--- src/rtl/hs_ram_arbiter_pkg.sv ---
// Shared types and defaults for the hiscore/CPU work-RAM arbiter.
package hs_arb_pkg;

    typedef enum logic [2:0] {
        RUN     = 3'd0,
        DRAIN   = 3'd1,
        SETTLE  = 3'd2,
        GRANT   = 3'd3,
        RELEASE = 3'd4
    } state_t;

    // 10 s of paused time at 48 MHz
    localparam logic [31:0] DIM_CYC_DEFAULT = 32'h1C9C_3800;

endpackage

--- src/rtl/hs_ram_arbiter_pause_dim_timer.sv ---
// Saturating paused-time counter that raises the video dim flag after DIM_CYC paused cycles.
module pause_dim_timer #(
    parameter logic [31:0] DIM_CYC = 32'h1C9C_3800
) (
    input  logic clk_sys,
    input  logic reset,
    input  logic pause,
    output logic dim_video
);

    logic [31:0] timer_r;
    logic        dim_r;

    // Count paused cycles, hold at the limit, clear as soon as the core runs again.
    always_ff @(posedge clk_sys) begin
        if (reset) begin
            timer_r <= 32'd0;
            dim_r   <= 1'b0;
        end else begin
            if (!pause) begin
                timer_r <= 32'd0;
            end else if (timer_r < DIM_CYC) begin
                timer_r <= timer_r + 32'd1;
            end else begin
                timer_r <= DIM_CYC;
            end
            dim_r <= (timer_r >= DIM_CYC);
        end
    end

    assign dim_video = dim_r;

endmodule

--- src/rtl/hs_ram_arbiter.sv ---
// Shares the game work-RAM port between CPU and hiscore engine and owns the core pause request.
// Optional feature: define PAUSE_DIM_EN to dim the video after a long pause.
module hs_ram_arbiter
    import hs_arb_pkg::*;
#(
    parameter int          ADDR_W     = 16,
    parameter int          DATA_W     = 8,
    parameter int          SETTLE_CYC = 4,
    parameter logic [31:0] DIM_CYC    = DIM_CYC_DEFAULT
) (
    input  logic              clk_sys,
    input  logic              reset,
    input  logic              m_pause,
    input  logic              osd_open,
    input  logic              osd_pause_en,
    input  logic              vblank,
    input  logic              hs_req,
    input  logic [ADDR_W-1:0] hs_addr,
    input  logic [DATA_W-1:0] hs_wdata,
    input  logic              hs_we,
    output logic              hs_gnt,
    input  logic [ADDR_W-1:0] cpu_addr,
    input  logic [DATA_W-1:0] cpu_wdata,
    input  logic              cpu_we,
    output logic [ADDR_W-1:0] ram_addr,
    output logic [DATA_W-1:0] ram_wdata,
    output logic              ram_we,
    output logic              pause,
    output logic              dim_video
);

    localparam logic [3:0] SETTLE_LOAD = 4'(SETTLE_CYC - 1);

    state_t     state_r;
    logic [3:0] settle_cnt_r;
    logic       hs_gnt_r;
    logic       m_pause_prev_r;
    logic       toggle_r;
    logic       pause_r;
    logic       hs_access_s;

    assign hs_access_s = (state_r != RUN);

    // Ownership sequencer: wait for vblank, let the CPU settle, then hand over the port.
    always_ff @(posedge clk_sys) begin
        if (reset) begin
            state_r      <= RUN;
            settle_cnt_r <= 4'd0;
            hs_gnt_r     <= 1'b0;
        end else begin
            case (state_r)
                RUN: begin
                    if (hs_req) state_r <= DRAIN;
                end
                DRAIN: begin
                    if (!hs_req) begin
                        state_r <= RUN;
                    end else if (vblank) begin
                        settle_cnt_r <= SETTLE_LOAD;
                        state_r      <= SETTLE;
                    end
                end
                SETTLE: begin
                    if (!hs_req) begin
                        state_r <= RUN;
                    end else if (settle_cnt_r == 4'd0) begin
                        state_r  <= GRANT;
                        hs_gnt_r <= 1'b1;
                    end else begin
                        settle_cnt_r <= settle_cnt_r - 4'd1;
                    end
                end
                GRANT: begin
                    if (!hs_req) begin
                        state_r  <= RELEASE;
                        hs_gnt_r <= 1'b0;
                    end
                end
                RELEASE: begin
                    state_r <= RUN;
                end
                default: begin
                    state_r  <= RUN;
                    hs_gnt_r <= 1'b0;
                end
            endcase
        end
    end

    // Pause request: hiscore access, user toggle, or OSD hold.
    always_ff @(posedge clk_sys) begin
        if (reset) begin
            m_pause_prev_r <= 1'b0;
            toggle_r       <= 1'b0;
            pause_r        <= 1'b0;
        end else begin
            m_pause_prev_r <= m_pause;
            if (m_pause && !m_pause_prev_r) begin
                toggle_r <= ~toggle_r;
            end
            pause_r <= hs_access_s | toggle_r | (osd_open & osd_pause_en);
        end
    end

    // Port mux follows the registered state; writes are blocked outside RUN/GRANT and during reset.
    always_comb begin
        ram_addr  = cpu_addr;
        ram_wdata = cpu_wdata;
        ram_we    = 1'b0;
        if (state_r == GRANT) begin
            ram_addr  = hs_addr;
            ram_wdata = hs_wdata;
        end else begin
            ram_addr  = cpu_addr;
            ram_wdata = cpu_wdata;
        end
        if (reset) begin
            ram_we = 1'b0;
        end else begin
            case (state_r)
                RUN:     ram_we = cpu_we;
                GRANT:   ram_we = hs_we & hs_gnt_r;
                default: ram_we = 1'b0;
            endcase
        end
    end

    assign hs_gnt = hs_gnt_r;
    assign pause  = pause_r;

`ifdef PAUSE_DIM_EN
    pause_dim_timer #(
        .DIM_CYC(DIM_CYC)
    ) u_pause_dim_timer (
        .clk_sys  (clk_sys),
        .reset    (reset),
        .pause    (pause_r),
        .dim_video(dim_video)
    );
`else
    assign dim_video = 1'b0;
`endif

endmodule

--- config.mk ---
export PLATFORM = sky130hd
export DESIGN_NAME = hs_ram_arbiter
export DESIGN_NICKNAME = d
export VERILOG_FILES = /design/src/rtl/hs_ram_arbiter_pkg.sv /design/src/rtl/hs_ram_arbiter_pause_dim_timer.sv /design/src/rtl/hs_ram_arbiter.sv
export SDC_FILE = /design/constraint.sdc
export NUM_CORES = 1
export LEC_CHECK = 0
export CELL_PAD_IN_SITES_DETAIL_PLACEMENT = 1
export CELL_PAD_IN_SITES_GLOBAL_PLACEMENT = 1
export CORE_UTILIZATION = 20
export CTS_CLUSTER_DIAMETER = 150
export DETAILED_ROUTE_END_ITERATION = 10
export MAX_ROUTING_LAYER = met4
export PLACE_DENSITY = 0.89
export SETUP_SLACK_MARGIN = 0.4
export SYNTH_ARGS = -nofsm -noshare
export SYNTH_HDL_FRONTEND = slang
export SYNTH_HIERARCHICAL = 1
export SYNTH_SLANG_ARGS = --single-unit
--- constraint.sdc ---
create_clock -name clk_sys -period 3.9 [get_ports clk_sys]
set_input_delay 0.78 -clock clk_sys [delete_from_list [all_inputs] [get_ports clk_sys]]
set_output_delay 0.78 -clock clk_sys [all_outputs]
set_load 0.01 [all_outputs]
==> impl_metrics.ini <==
[placed_design]
gp_congestion = 0.796
portBuffers = 83
dpl.hpwl_um = 2580
dp_cells = 222
place_area_mm2 = 0.00171

[clock_tree]
root_buffer = clkbuf_8
cts_hold_buf = 0
clock_path_buffers = 2
htree_levels = 1
cts_tree = done
clock_sinks = 11
post_cts_buffers = 0
clock_latency_ns = 0.24
numCtsBuffers = 3
ctsResizeCount = 0
clk_pin_slew_ns = 0.05

[setup_path]
crit_type = input pin to output port
reg2reg_depth = 6
crit_top_cell = clkdlybuf4s50_1
end_kind = output port
cp_slowest_stage_delay_ns = 0.57
crit_slowest_cell = clkdlybuf4s50_1
arrival_ns = 2.14
r2r-start = settle_cnt_r[0]
required_ns = 3.12
critPathLaunchType = input pin
crit_fanout = 2
crit_chain = clkdlybuf4s50_1 > nor2_1 > a21boi_0 > clkdlybuf4s50_1
r2r-end = settle_cnt_r[3]
reg2reg_slack_ns = 2.08

[pwr]
pwr-share-seq_pct = 32.8
p_total_uw = 372
p_int_uw = 282
switchingPower_uw = 90.2
power_density_mw_per_mm2 = 212
ir_drop_mv = 0.130
power_frac_clock_pct = 31.1
combPwrFrac_pct = 36.1
swShare_pct = 24.2
leakagePower_nw = 0.658

[global_routing]
grt_pass1_wl_um = 4800
grt_max_degree = 26
grt_overflow = 0
antenna_found_initial = 0
grt_pass1_vias = 1088
track_usage_pct = 14.6

[sta]
finalSetupViolCount = 0
fmax_mhz = 343
finalHoldViolCount = 0
drv_slew = 0
worstMarginPinSlew_ns = 0.534
period_needed_ns = 2.92
rsz0062_at_grt = false
skew_ns = 0.00283
relSlewSlack_pct = 64.3
tns_ns = 0
fin_crit_sh_pct = 74.7

[run]
drv_cap = 0

[synthesis]
synthArstFlopShare_pct = 0
synth_area_um2 = 842
synth_xor_area_share_pct = 1.04
synth_fa_ha_area_share_pct = 2.97
ys.flop_type = dfxtp_1
synth-simple-area-share_pct = 17.8
ys_types = 30
synth-edff-count = 0
synthMuxAreaShare_pct = 32.1
synth_warnings = 6
ys_ff_latch = 11
synth_fp_nets = 152
synth_top_family_by_area = multiplexers
synth_compound_area_share_pct = 12.9
seq_area_frac_synth_pct = 26.2
synth_area_per_cell_um2 = 9.05
syn_inst = 93

[cells_and_area]
final_area_mm2 = 0.00176
area_growth_pct = 109
drive_gt1_share_pct = 17.6
final_common_cell = clkdlybuf4s50_1
final_cell_mix = 83 x clkdlybuf4s50_1, 24 x mux2_2, 11 x dfxtp_1
nNetsFinal = 236
diodes = 0
final_cells = 226

[hold_path]
worstHoldPathCells = 1
min_from = settle_cnt_r[0]
whs_endpoint = settle_cnt_r[0]
min_path_type = flop to flop

[status]
status = completed

[die]
die_h_um = 66.9
start_util_pct = 20.9
die_w_um = 66.9
rows = 23
ios = 85
coreArea_mm2 = 0.00403
dieArea_mm2 = 0.00447

[routing]
vias = 1022
drc = 0
via_per_inst = 4.52
drtPass1Iterations = 3
drt-total-wl_um = 3150
drtAntennaViolNets = 0
wire_per_inst_um = 13.9
drtIter0Drc = 26
[synthesized netlist by cell type, drive strengths merged (2+ instances only)]
cell type	number	area share (%)
mux2	24	32
dfxtp	11	26
nor2	8	3.6
a21oi	5	3.0
buf	5	4.3
nand2	5	2.2
inv	4	1.8
nor2b	3	2.2
nor3	3	1.8
a211oi	2	1.8
ha	2	3.0
nand2b	2	1.5
nor3b	2	1.8
o211a	2	2.4
o22ai	2	1.5
[power groups by stage]
stage / logic [mW] / registers [mW] / clock network (mW)
after floorplan: 0.0430 / 0.123 / 0
after CTS: 0.135 / 0.122 / 0.117
final: 0.134 / 0.122 / 0.116
after global routing: 0.144 / 0.123 / 0.126
after global placement: 0.130 / 0.124 / 0
after detailed placement: 0.134 / 0.124 / 0
[stage by stage]
| step | util [%] | setup WS (ns) | hold WS [ns] |
|---|---|---|---|
| floorplan | - | 1.73 | 0.462 |
| global placement | 42.5 | 0.986 | 0.494 |
| detailed placement | 42.5 | 0.967 | 0.498 |
| CTS | 43.6 | 0.963 | 0.509 |
| global route | 43.6 | 0.892 | 0.540 |
| finish | 43.6 | 0.985 | 0.516 |
[worst max-delay path, delay by kind of cell]
kind,cells,cell delay (ns)
AOI/OAI and AO/OA,1,0.19
buffers and inverters,2,1.02
and+or+nand+nor,1,0.14
[flip-flops by register name (all words and copies together), names as in the netlist]
register	flops
settle_cnt_r	4
toggle_r	1
pause	1
state_r	3
hs_gnt	1
m_pause_prev_r	1
[cell type report]
cell class,count,area (um^2)
Clock buffer,3,41.3
Clock inverter,1,5.00
Fill cell,469,2270
Inverter,4,15.0
Multi-Input combinational cell,72,567
Sequential cell,11,220
Tap cell,50,62.6
Timing Repair Buffer,85,846
[how the worst max path moves through the flow]
| stage | start | to | slack [ns] |
|---|---|---|---|
| CTS | reset | ram_we | 0.96 |
| global route | reset | ram_we | 0.89 |
| floorplan | reset | ram_we | 1.73 |
| detailed placement | reset | ram_we | 0.97 |
| global placement | reset | ram_we | 0.99 |
| finish | reset | ram_we | 0.98 |
[metal layers]
layer	global-route usage, %	share of wire [%]	up-vias	wire length (um)
met5	-	0	-	0
met4	3.19	0.63	0	20
met3	3.25	5.1	2	160
met2	26.3	55	42	1730
met1	16.4	39	481	1240
li1	-	-	497	-
[logic make-up after synthesis]
group / Yosys count
XOR/XNOR: 1
AO/OA/AOI/OAI: 16
other: 1
adder cells (fa/ha/maj): 2
multiplexers: 24
flip-flops: 11
buffers and inverters: 10
AND/OR/NAND/NOR: 28
No activity file was read; power rests on OpenSTA's default activity.
